===== src/rtl/pushbutton_edge_capture_if.sv =====
// pushbutton_edge_capture_if: Avalon-MM register bus between a host (master) and the key block (slave).
// Signals: address[1:0], chipselect, read, write, writedata[31:0] from master; readdata[31:0] from slave.
interface pushbutton_edge_capture_if;
    logic [1:0]  address;
    logic        chipselect;
    logic        read;
    logic        write;
    logic [31:0] writedata;
    logic [31:0] readdata;
    modport master (output address, chipselect, read, write, writedata, input readdata);
    modport slave  (input address, chipselect, read, write, writedata, output readdata);
endinterface


===== src/rtl/pushbutton_edge_capture.sv =====
// pushbutton_edge_capture: synchronise, debounce, edge-capture and count NUM_KEYS pushbuttons behind an Avalon-MM slave.
// Ports: clk, reset (sync, active high); bus (slave modport: address/chipselect/read/write/writedata/readdata);
//        i_pushbuttons (raw async pins); o_irq (registered level interrupt, |(EDGE & MASK)).
// Registers: 0 DATA RO, 1 EDGE W1C, 2 MASK RW, 3 COUNT RW (any write clears, saturating press count).
module pushbutton_edge_capture #(
    parameter int NUM_KEYS        = 4,
    parameter int DEBOUNCE_CYCLES = 500000,
    parameter bit ACTIVE_LOW      = 1
) (
    input  logic                          clk,
    input  logic                          reset,
    pushbutton_edge_capture_if.slave      bus,
    input  logic [NUM_KEYS-1:0]           i_pushbuttons,
    output logic                          o_irq
);
    localparam int CW = $clog2(DEBOUNCE_CYCLES + 1);
    localparam logic [NUM_KEYS-1:0] IDLE_PIN = ACTIVE_LOW ? {NUM_KEYS{1'b1}} : {NUM_KEYS{1'b0}};
    // Accept on the cycle the counter would reach DEBOUNCE_CYCLES, so the update lands exactly then.
    localparam logic [CW-1:0] LAST = CW'(DEBOUNCE_CYCLES - 1);

    logic [NUM_KEYS-1:0] r_sync1, r_sync2, r_deb, r_edge, r_mask;
    logic [NUM_KEYS-1:0] w_synced, w_deb_nxt, w_press, w_edge_clr;
    logic [CW-1:0]       r_cnt     [NUM_KEYS];
    logic [CW-1:0]       w_cnt_nxt [NUM_KEYS];
    logic [15:0]         r_count;
    logic [5:0]          w_pop;
    logic [16:0]         w_sum;
    logic [31:0]         r_rdata, w_rd_mux;
    logic                r_irq, w_wr;

    assign w_synced = ACTIVE_LOW ? ~r_sync2 : r_sync2;

    // A mismatch cycle advances the count; any matching cycle (glitch back) restarts it.
    always_comb begin
        w_pop = '0;
        for (int i = 0; i < NUM_KEYS; i++) begin
            w_deb_nxt[i] = r_deb[i];
            w_cnt_nxt[i] = '0;
            if (w_synced[i] != r_deb[i]) begin
                if (r_cnt[i] == LAST) w_deb_nxt[i] = w_synced[i];
                else w_cnt_nxt[i] = r_cnt[i] + CW'(1);
            end
            w_pop = w_pop + 6'(w_deb_nxt[i] & ~r_deb[i]);
        end
    end

    assign w_press    = w_deb_nxt & ~r_deb;
    assign w_wr       = bus.chipselect & bus.write;
    assign w_edge_clr = (w_wr && bus.address == 2'd1) ? bus.writedata[NUM_KEYS-1:0] : '0;
    // A clear write and same-cycle presses leave just that cycle's presses.
    assign w_sum      = ((w_wr && bus.address == 2'd3) ? 17'd0 : {1'b0, r_count}) + 17'(w_pop);
    assign w_rd_mux   = bus.address == 2'd0 ? 32'(r_deb)  :
                        bus.address == 2'd1 ? 32'(r_edge) :
                        bus.address == 2'd2 ? 32'(r_mask) : {16'd0, r_count};

    always_ff @(posedge clk) begin
        if (reset) begin
            r_sync1 <= IDLE_PIN;
            r_sync2 <= IDLE_PIN;
            r_deb   <= '0;
            r_edge  <= '0;
            r_mask  <= '0;
            r_count <= '0;
            r_irq   <= 1'b0;
            r_rdata <= '0;
            for (int i = 0; i < NUM_KEYS; i++) r_cnt[i] <= '0;
        end else begin
            r_sync1 <= i_pushbuttons;
            r_sync2 <= r_sync1;
            r_deb   <= w_deb_nxt;
            for (int i = 0; i < NUM_KEYS; i++) r_cnt[i] <= w_cnt_nxt[i];
            r_edge  <= (r_edge & ~w_edge_clr) | w_press;
            if (w_wr && bus.address == 2'd2) r_mask <= bus.writedata[NUM_KEYS-1:0];
            r_count <= w_sum[16] ? 16'hFFFF : w_sum[15:0];
            r_irq   <= |(r_edge & r_mask);
            r_rdata <= (bus.chipselect && bus.read) ? w_rd_mux : '0;
        end
    end

    assign bus.readdata = r_rdata;
    assign o_irq        = r_irq;
endmodule


===== src/flat_wrapper.sv =====
// flat-port wrapper written by rule: the top's interface ports become plain ports
module pushbutton_edge_capture_flat 
#(
    parameter int NUM_KEYS        = 4,
    parameter int DEBOUNCE_CYCLES = 500000,
    parameter bit ACTIVE_LOW      = 1
)
  (clk, reset, i_pushbuttons, o_irq, bus_address, bus_chipselect, bus_read, bus_write, bus_writedata, bus_readdata);
  pushbutton_edge_capture_if bus_i ();
  input  logic clk;
  input  logic reset;
  input  logic [NUM_KEYS-1:0] i_pushbuttons;
  output logic o_irq;
  input wire logic [$bits(bus_i.address)-1:0] bus_address;
  input wire logic [$bits(bus_i.chipselect)-1:0] bus_chipselect;
  input wire logic [$bits(bus_i.read)-1:0] bus_read;
  input wire logic [$bits(bus_i.write)-1:0] bus_write;
  input wire logic [$bits(bus_i.writedata)-1:0] bus_writedata;
  output wire logic [$bits(bus_i.readdata)-1:0] bus_readdata;
  assign bus_i.address = bus_address;
  assign bus_i.chipselect = bus_chipselect;
  assign bus_i.read = bus_read;
  assign bus_i.write = bus_write;
  assign bus_i.writedata = bus_writedata;
  assign bus_readdata = bus_i.readdata;
  pushbutton_edge_capture #(.NUM_KEYS(NUM_KEYS), .DEBOUNCE_CYCLES(DEBOUNCE_CYCLES), .ACTIVE_LOW(ACTIVE_LOW)) u_core (.clk(clk), .reset(reset), .bus(bus_i), .i_pushbuttons(i_pushbuttons), .o_irq(o_irq));
endmodule

===== config.mk =====
export PLATFORM = sky130hd
export DESIGN_NAME = pushbutton_edge_capture_flat
export DESIGN_NICKNAME = d
export VERILOG_FILES = /design/src/rtl/pushbutton_edge_capture_if.sv /design/src/rtl/pushbutton_edge_capture.sv /design/src/flat_wrapper.sv
export SDC_FILE = /design/constraint.sdc
export NUM_CORES = 1
export LEC_CHECK = 0
export ABC_AREA = 0
export BUFFER_PORTS_ARGS = -buffer_cell sky130_fd_sc_hd__buf_2
export CORE_UTILIZATION = 37
export CTS_BUF_LIST = sky130_fd_sc_hd__clkbuf_2 sky130_fd_sc_hd__clkbuf_4 sky130_fd_sc_hd__clkbuf_8
export CTS_CLUSTER_DIAMETER = 50
export DETAILED_ROUTE_END_ITERATION = 6
export MAX_ROUTING_LAYER = met4
export SLEW_MARGIN = 20
export SYNTH_ARGS = -nofsm -noshare
export SYNTH_HDL_FRONTEND = slang
export SYNTH_SLANG_ARGS = --single-unit

===== constraint.sdc =====
create_clock -name clk -period 4.9 [get_ports clk]
set_clock_uncertainty 0.2 [all_clocks]
set_input_delay 0.735 -clock clk [delete_from_list [all_inputs] [get_ports clk]]
set_output_delay 0.735 -clock clk [all_outputs]
set_load 0.02 [all_outputs]

==> qor.yml, run 1 <==
run_status:
  status: "complete, no violations"
run:
  maxCapViolCount: 0
clocking:
  postCtsSetupBuffers: 0
  cts_buffer_depth: 2
  cts-resized-gates: 0
  clk_pin_slew_worst_paths_ps: 80
  h-tree-depth: 4
  cts.sinks: 129
  cts_tree: "yes"
  clkLatencyLatePin_ps: 430
  ctsRootBufferMaster: "clkbuf_8"
  cts_hold_buf: 0
  cts_buffers: 17
worst_setup_path:
  r2r_start: "u_core.r_cnt[1][12]"
  path_cells: "nor4b_1 -> nand4_1 -> or4_1 -> nor3_1 -> fa_1 -> ha_1 -> ha_1 -> ha_1 -> nand3_1 -> a21o_1 -> or4_1 -> a31oi_1"
  slowest_stage: "or4_1"
  rr_worst_depth: 12
  cp_max_fo: 6
  critPathMaxStageDelay_ps: 500
  cpMostUsedCell: "ha_1"
  reg2reg_to: "u_core.r_count[15]"
  cp-end-kind: "register"
  rrSetupSlack_ps: 490
  crit_path_start_kind: "register"
  cp.required_ps: 5060
  crit_type: "reg -> reg"
  cp_data_arrival_time_ps: 4570
sta:
  setup_ws_ps: 487.3
  tightest_slew_ps: 775.1
  hold_viol: 0
  post-route-period-util_pct: 90.06
  tns_ps: 0
  maxSlewViolCount: 0
  rsz0062_at_grt: "false"
  relSlewSlack_pct: 48.33
  setup_viol: 0
  clock.fmax_mhz: 226.6
  finalCriticalPeriod_ps: 4413
pwr:
  power_density_mw_per_mm2: 302.9
  leakagePower_nw: 2.144
  vdd_drop_max_mv: 0.1084
yosys:
  synth.distinct_cells: 57
  synth-seq-cells: 129
  avgSynthCellArea_um2: 9.157
  yosys_warnings: 0
  synthCells: 638
  synth_most_common_cell: "dfxtp_1"
  synth_edf_count: 0
  synth_commonest_cells: "dfxtp_1 (129), nor2_1 (80), xnor2_1 (47)"
  synth.area.top_cells: "dfxtp_1 (44%), xnor2_1 (7.0%), nor2_1 (5.1%), nand3_1 (2.9%), nand4_1 (2.9%)"
  synth_top_area_share_pct: 44.21
  async_reset_ff_share_pct: 0
  yosys.area.top_type: "dfxtp_1"
  synth_seq_area_share_pct: 44.21
  syn_area_mm2: 0.005842
  synth_flop_cell: "dfxtp_1"
worst_hold_path:
  holdPathEnd: "u_core.r_sync2[3]"
  hold_path_class: "reg -> reg"
  hp-start: "u_core.r_sync1[3]"
  hold_depth: 1
die:
  io_pins: 76
  die_w_um: 127.7
  die_h_um: 127.7
  start_util_pct: 38.15
  dieArea_mm2: 0.01630
  core_mm2: 0.01531
  rows: 45
final_layout:
  drive_gt1_share_pct: 14.10
  fin_util_pct: 42.55
  areaGrowthSynthToFinish_pct: 11.54
  nets: 729
  fin_area_mm2: 0.006516
global_route:
  grt_overflow: 0
  grt_max_degree: 32
  grt_pass1_vias: 4247
  grt_first_pass_wirelength_mm: 19.22
  track_usage_pct: 14.96
  antenna_found_initial: 0
route:
  drc: 0
  first_pass_iters: 4
  vias: 4582
  vias_per_cell: 5.091
  drtAntennaViolNets: 0
  drt-wirelength-per-cell_um: 12.56
  dr.first_iter.drc_count: 384
  routed_wl_mm: 11.30
placed_design:
  dp_slack_ps: 527.3
  io_buffer_count: 31
  post_dp_cell_area_mm2: 0.006125
  hpwlAfterDp_mm: 8.045
  gp_congestion: 0.8098
## worst max-delay path by stage
stage | startpoint | to | slack (ps)
final | u_core.r_cnt[1][12] | u_core.r_count[15] | 490
after CTS | u_core.r_cnt[0][15] | u_core.r_count[11] | 500
after floorplan | u_core.r_cnt[3][15] | u_core.r_count[14] | 720
after global routing | u_core.r_cnt[1][12] | u_core.r_count[11] | 100
after detailed placement | u_core.r_cnt[0][15] | u_core.r_count[11] | 530
after global placement | u_core.r_cnt[0][15] | u_core.r_count[11] | 570
## cells in the final DEF (no fill, tap or decap), types with 10 or more instances in the layout
cell and count:
nor2_1 80, xor2_1 16, a21oi_1 31, nand3_1 34, nor4_1 17, dfxtp_1 129, or3_1 11, xnor2_1 47
o21ai_0 15, nand4_1 27, nor3_1 15, or2_2 10, nand2_1 33, inv_1 26, clkbuf_8 18, conb_1 16
buf_2 31, or4_1 14, and2_1 14
## area by class of cell
cell class                 instances  area [um^2]
fill                            1512         8798
multi-input combinational        469         3018
sequential                       129         2582
tap                              211        264.0
clock buffer                      18        247.7
timing repair buffer              32        162.7
clock inverter                    14        141.4
inverter                          26        97.59
antenna                            1        2.502
## metal layers
metal  share of wire (%)  GRT usage [%]
met1                  48          17.61
met2                  47          24.27
met3                 3.9          3.798
met4                 1.6          6.436
met5                   0              -
## cells by family after synthesis
group	Yosys count	share of synthesized area (%)
AO/OA/AOI/OAI	77	8.546
adder cells (fa/ha/maj)	11	2.613
multiplexers	8	2.228
XOR/XNOR	63	9.445
flip-flops	129	44.21
AND/OR/NAND/NOR	294	27.80
buffers and inverters	55	5.097
other	1	0.06419
## worst max-delay path: cells and delay by family, from the launching register on
kind / cells / cell delay, ps
AOI/OAI and AO/OA: 2 / 430
DFF: 1 / 350
and+or+nand+nor: 6 / 2050
adders and majority gates: 4 / 1300
## registers in the layout, indices dropped and copies added, names as in the netlist
signal / cells
u_core.r_mask: 4
u_core.bus.readdata: 16
u_core.r_cnt: 76
u_core.r_sync2: 4
u_core.o_irq: 1
u_core.r_sync1: 4
u_core.r_deb: 4
u_core.r_edge: 4
u_core.r_count: 16
## power by group
group	leakage, nW	switching, mW	internal, mW
Sequential	1.04	0.00280	1.05
Clock	0.178	0.414	0.460
Combinational	0.925	0.0324	0.0118
## through the flow
stage | total power [mW] | hold WS, ps | cells
floorplan | 1.122 | 189.5 | 653
global placement | 1.123 | 191.4 | 867
detailed placement | 1.124 | 195.3 | 867
CTS | 1.999 | 212.2 | 899
global route | 2.058 | 215.5 | 899
finish | 1.974 | 208.5 | 900
No activity file was read; power rests on OpenSTA's default activity.
==> run 2: changes to the inputs <==
--- a/config.mk
+++ b/config.mk
@@ -12,6 +12,7 @@
 export CTS_CLUSTER_DIAMETER = 50
 export DETAILED_ROUTE_END_ITERATION = 6
 export MAX_ROUTING_LAYER = met4
+export RECOVER_POWER = 25
 export SLEW_MARGIN = 20
 export SYNTH_ARGS = -nofsm -noshare
 export SYNTH_HDL_FRONTEND = slang
==> run 2 against run 1 <==
Net effect:
- critical path depth did not move
- maximum frequency rose by 0.11%
- wire length rose by 0.14%
- die area did not move
- register-to-register slack barely moved
- combinational power barely moved
- non-clock buffer count did not move
- sequential cell count did not move
- worst setup slack improved by 4.7 ps
- first-iteration DRC count did not move
- global-route usage did not move
- largest power group unchanged
- highest routed layer unchanged
==> qor.yml, run 2 (same netlist as run 1, synthesis figures left out) <==
route:
  vias: 4575  # -0.15%
  dr.first_iter.drc_count: 384  # unchanged
  vias_per_cell: 5.083  # -0.15%
  drtAntennaViolNets: 0  # unchanged
  first_pass_iters: 7  # +3
  drt-wirelength-per-cell_um: 12.57  # +0.14%
  routed_wl_mm: 11.32  # +0.14%
  drc: 0  # unchanged
sta:
  tightest_slew_ps: 1344  # +568.8 ps
  post-route-period-util_pct: 89.96  # -0.096 points
  setup_viol: 0  # unchanged
  maxSlewViolCount: 0  # unchanged
  hold_viol: 0  # unchanged
  clock.fmax_mhz: 226.9  # +0.11%
  finalCriticalPeriod_ps: 4408  # -4.708 ps
  tns_ps: 0  # unchanged
  relSlewSlack_pct: 10.41  # -38 points
  rsz0062_at_grt: "false"
global_route:
  grt_first_pass_wirelength_mm: 19.22  # unchanged
  grt_max_degree: 32  # unchanged
  grt_pass1_vias: 4247  # unchanged
  track_usage_pct: 14.96  # unchanged
  antenna_found_initial: 0  # unchanged
  grt_overflow: 0  # unchanged
worst_setup_path:
  slowest_stage: "or4_1"
  cp-end-kind: "register"
  crit_type: "reg -> reg"
  rr_worst_depth: 12  # unchanged
  crit_path_start_kind: "register"
  cp_max_fo: 6  # unchanged
  cp_data_arrival_time_ps: 4560  # about the same
  cp.required_ps: 5060  # about the same
  cpMostUsedCell: "ha_1"
  critPathMaxStageDelay_ps: 500  # about the same
  path_cells: "nor4b_1 -> nand4_1 -> or4_1 -> nor3_1 -> fa_1 -> ha_1 -> ha_1 -> ha_1 -> nand3_1 -> a21o_1 -> or4_1 -> a31oi_1"
clocking:
  clk_pin_slew_worst_paths_ps: 80  # about the same
  cts.sinks: 129  # unchanged
  postCtsSetupBuffers: 0  # unchanged
  cts_buffers: 17  # unchanged
  clkLatencyLatePin_ps: 430  # about the same
  h-tree-depth: 4  # unchanged
  cts_buffer_depth: 2  # unchanged
  cts-resized-gates: 0  # unchanged
  cts_hold_buf: 0  # unchanged
  ctsRootBufferMaster: "clkbuf_8"
  cts_tree: "yes"
final_layout:
  final_cell_mix: "dfxtp_1 (129), nor2_1 (80), xnor2_1 (47)"
  regMostFlops: "u_core.r_cnt"
  drive_gt1_share_pct: 11.63  # -2.5 points
  fillers: 1510  # -0.13%
  largest_reg_flops: 76  # unchanged
  final_common_cell: "dfxtp_1"
  nets: 729  # unchanged
  areaGrowthSynthToFinish_pct: 11.18
  fin_cells: 900  # unchanged
  fin_util_pct: 42.41  # -0.14 points
die:
  die_h_um: 127.7  # unchanged
  die_w_um: 127.7  # unchanged
  core_mm2: 0.01531  # unchanged
  rows: 45  # unchanged
  start_util_pct: 38.15  # unchanged
  io_pins: 76  # unchanged
  dieArea_mm2: 0.01630  # unchanged
worst_hold_path:
  hold_path_class: "reg -> reg"
  hold_depth: 1  # unchanged
pwr:
  leakagePower_nw: 2.071  # -3.4%
  power_density_mw_per_mm2: 303.8  # +0.28%
  vdd_drop_max_mv: 0.1077  # -0.65%
run:
  maxCapViolCount: 0  # unchanged
placed_design:
  dp.cells: 867  # unchanged
  io_buffer_count: 31  # unchanged
  gp_congestion: 0.8098  # unchanged
  hpwlAfterDp_mm: 8.045  # unchanged
run_status:
  status: "complete, no violations"
[run 2: cell count changes in the layout (fill, tap and decap cells not counted)]
cell | previous run | this run
buf_2 | 31 | 14
clkbuf_1 | 0 | 17
[run 2: area by class of cell]
cell class / count / area (um^2) / area share (%)
tap: 211 / 264.0 / 4.065
timing repair buffer: 32 / 141.4 / 2.177
inverter: 26 / 97.59 / 1.503
antenna: 1 / 2.502 / 0.03853
sequential: 129 / 2582 / 39.76
clock inverter: 14 / 141.4 / 2.177
multi-input combinational: 469 / 3018 / 46.46
clock buffer: 18 / 247.7 / 3.814
[run 2: power by group]
group          switching, mW  internal [mW]  total, mW
sequential           0.00280           1.05       1.06
clock                  0.413          0.461      0.874
combinational         0.0324         0.0117     0.0442
[run 2: per-layer routing]
metal  global-route usage (%)  vias to the layer above  part of all wire, %
met5                        -                        -                    0
met1                    17.61                     2153                   47
met2                    24.27                       91                   47
met4                    6.436                        0                  1.5
met3                    3.798                       15                  4.0
li1                         -                     2316                    -
[run 2: path summary, 6_finish.rpt]
| kind | slack [ps] | to | from |
|---|---|---|---|
| hold reg to reg | 210 | u_core.r_sync2[3] | u_core.r_sync1[3] |
| setup reg to reg | 490 | u_core.r_count[15] | u_core.r_cnt[1][12] |
| setup / recovery | 490 | u_core.r_count[15] | u_core.r_cnt[1][12] |
| hold / removal | 210 | u_core.r_sync2[3] | u_core.r_sync1[3] |
[run 2: per-stage QoR]
stage                     setup slack (ps)  power, mW  area (um^2)  hold WS, ps
after CTS                            498.5      1.999         6514        212.2
after global routing                 99.04      2.058         6492        215.5
after floorplan                      719.0      1.122         5898        189.5
after detailed placement             527.3      1.124         6125        195.3
final                                492.0      1.973         6495        208.5
after global placement               567.9      1.123         6125        191.4
[run 2: critical path: cells and delay by family, from the launching register on]
| family | cells | cell delay (ps) |
|---|---|---|
| AND/OR/NAND/NOR | 6 | 2050 |
| adder cells (fa/ha/maj) | 4 | 1290 |
| AO/OA/AOI/OAI | 2 | 430 |
| flip-flops | 1 | 350 |
==> run 3: changes to the inputs <==
--- a/config.mk
+++ b/config.mk
@@ -7,6 +7,7 @@
 export LEC_CHECK = 0
 export ABC_AREA = 0
 export BUFFER_PORTS_ARGS = -buffer_cell sky130_fd_sc_hd__buf_2
+export CORE_ASPECT_RATIO = 0.5
 export CORE_UTILIZATION = 37
 export CTS_BUF_LIST = sky130_fd_sc_hd__clkbuf_2 sky130_fd_sc_hd__clkbuf_4 sky130_fd_sc_hd__clkbuf_8
 export CTS_CLUSTER_DIAMETER = 50
==> run 3 against run 2 <==
Net effect:
- the run now ends with design-rule violations left
- register-to-register slack improved by 20 ps
- first-iteration DRC count is 7.0% lower
- non-clock buffer count unchanged
- sequential share of layout area hardly changed
- maximum frequency up 0.38%
- core utilization is 0.26 points lower
- die area is 0.18% higher
- hold slack worse by 0.81 ps
- critical path type unchanged
- critical endpoint unchanged
- largest power group unchanged
==> qor.yml, run 3 (same netlist as run 1, synthesis figures left out) <==
clocking:
  cts_buffers: 17  # unchanged
  h-tree-depth: 4  # unchanged
  clkLatencyLatePin_ps: 420  # about the same
  cts_tree: "yes"
  cts_buffer_depth: 2  # unchanged
  clk_pin_slew_worst_paths_ps: 70  # about the same
  cts.sinks: 129  # unchanged
  ctsRootBufferMaster: "clkbuf_8"
final_layout:
  drive_gt1_share_pct: 11.09  # -0.53 points
  final_cell_mix: "dfxtp_1 (129), nor2_1 (80), xnor2_1 (47)"
  antenna_cells: 0  # -1
  nets: 729  # unchanged
  fin_cells: 889  # -1.2%
  fin_area_mm2: 0.006497  # about the same
  regMostFlops: "u_core.r_cnt"
  final_common_cell: "dfxtp_1"
  largest_reg_flops: 76  # unchanged
  areaGrowthSynthToFinish_pct: 11.22  # about the same
worst_setup_path:
  crit_family: "simple AND/OR/NAND/NOR gates"
  crit_path_start_kind: "register"
  cp_max_fo: 6  # unchanged
  cp_data_arrival_time_ps: 4550  # about the same
  path_cells: "nor4b_1 -> nand4_1 -> or4_1 -> nor3_1 -> fa_1 -> ha_1 -> ha_1 -> ha_1 -> nand3_1 -> a21o_1 -> or4_1 -> a31oi_1"
  r2r_start: "u_core.r_cnt[1][8]"
  cp-end-kind: "register"
  cpMostUsedCell: "ha_1"
  slowest_stage: "or4_1"
  crit_type: "reg -> reg"
  crit_start: "u_core.r_cnt[1][8]"
  path_buf_inv: 0  # unchanged
  cp.required_ps: 5050  # about the same
  critPathMaxStageDelay_ps: 490  # about the same
placed_design:
  io_buffer_count: 31  # unchanged
  dp_slack_ps: 512.1  # -15.24 ps
  post_dp_cell_area_mm2: 0.006116  # -0.14%
  hpwlAfterDp_mm: 7.675  # -4.6%
  gp_congestion: 0.8148  # +0.62%
  dp.cells: 860  # -0.81%
global_route:
  grt_first_pass_wirelength_mm: 18.88  # -1.8%
  grt_max_degree: 32  # unchanged
  grt_pass1_vias: 4116  # -3.1%
  track_usage_pct: 14.49  # -0.48 points
  grt_overflow: 0  # unchanged
  antenna_found_initial: 0  # unchanged
die:
  dieArea_mm2: 0.01633  # +0.18%
  io_pins: 76  # unchanged
  die_h_um: 90.85  # -29%
  rows: 32  # -29%
  core_mm2: 0.01541  # +0.65%
  die_w_um: 179.7  # +41%
  start_util_pct: 37.90  # -0.25 points
route:
  drt-wirelength-per-cell_um: 12.40  # -1.4%
  drtAntennaViolNets: 0  # unchanged
  first_pass_iters: 6  # -1
  drc: 2  # +2
  vias_per_cell: 5.117  # +0.66%
  dr.first_iter.drc_count: 357  # -7.0%
  vias: 4549  # -0.57%
  routed_wl_mm: 11.03  # -2.6%
sta:
  rsz0062_at_grt: "false"
  maxSlewViolCount: 0  # unchanged
  setup_viol: 0  # unchanged
  post-route-period-util_pct: 89.62  # -0.34 points
  hold_ws_ps: 207.7  # -0.8070 ps
  tns_ps: 0  # unchanged
  finalCriticalPeriod_ps: 4392  # -16.49 ps
  tightest_slew_ps: 1303  # -41.24 ps
  hold_viol: 0  # unchanged
  setup_ws_ps: 508.5  # +16.49 ps
  relSlewSlack_pct: 13.16  # +2.7 points
  clock.fmax_mhz: 227.7  # +0.38%
run_status:
  status: "finished, violations left"
  violations: "design-rule violations"
worst_hold_path:
  hold_path_class: "reg -> reg"
  hp-start: "u_core.r_sync1[3]"
pwr:
  clock_power_share_pct: 45.2  # +0.9 points
  switching_share_pct: 20.92  # -1.8 points
  p_comb_share_pct: 2.2  # about the same
  internal_power_mw: 1.587  # +4.1%
  switchingPower_mw: 0.4196  # -6.4%
  power_density_mw_per_mm2: 308.8  # +1.6%
  vdd_drop_max_mv: 0.1655  # +54%
  leakagePower_nw: 2.108  # +1.8%
  seq_power_share_pct: 52.6  # -0.9 points
run:
  maxCapViolCount: 0  # unchanged
==> run 3: per-stage QoR <==
| step | util [%] | power (mW) |
|---|---|---|
| 2_1_floorplan | - | 1.122 |
| 3_3_place_gp | 39.68 | 1.124 |
| 3_5_place_dp | 39.68 | 1.125 |
| 4_1_cts | 42.24 | 2.035 |
| 5_1_grt | 42.15 | 2.089 |
| 6_report | 42.15 | 2.006 |
==> run 3: cell type report <==
| type | instances | area (um^2) |
|---|---|---|
| clock buffer | 24 | 317.8 |
| clock inverter | 5 | 77.57 |
| fill | 1520 | 8917 |
| inverter | 26 | 97.59 |
| multi-input combinational | 469 | 3027 |
| sequential | 129 | 2582 |
| tap | 204 | 255.2 |
| timing repair buffer | 32 | 140.1 |
==> run 3: layer usage <==
layer	track usage (%)	share of wire (%)	vias up
met5	-	0	-
met4	4.813	1.2	0
met3	3.871	3.4	19
met2	22.41	45	70
met1	18.33	50	2152
li1	-	-	2308
==> run 3: path summary, 6_finish.rpt <==
| kind | end | slack [ps] | depth (start not counted) |
|---|---|---|---|
| worst max-delay path | u_core.r_count[15] | 510 | 12 |
| worst min-delay path | u_core.r_sync2[3] | 210 | 1 |
| worst max register to register | u_core.r_count[15] | 510 | 12 |
| worst min register to register | u_core.r_sync2[3] | 210 | 1 |
==> run 3: repair_timing <==
item | CTS | global route
hold buffers | 0 | 0
buffers inserted | 0 | 0
setup endpoints to repair | 0 | 4
resized for setup | 0 | 1
==> run 3: power groups by stage <==
stage          Combinational [mW]  Sequential, mW  Clock, mW
6_report                   0.0445            1.06      0.906
5_1_grt                    0.0486            1.06      0.984
4_1_cts                    0.0451            1.06      0.934
3_5_place_dp               0.0450            1.08          0
3_3_place_gp               0.0447            1.08          0
2_1_floorplan              0.0436            1.08          0
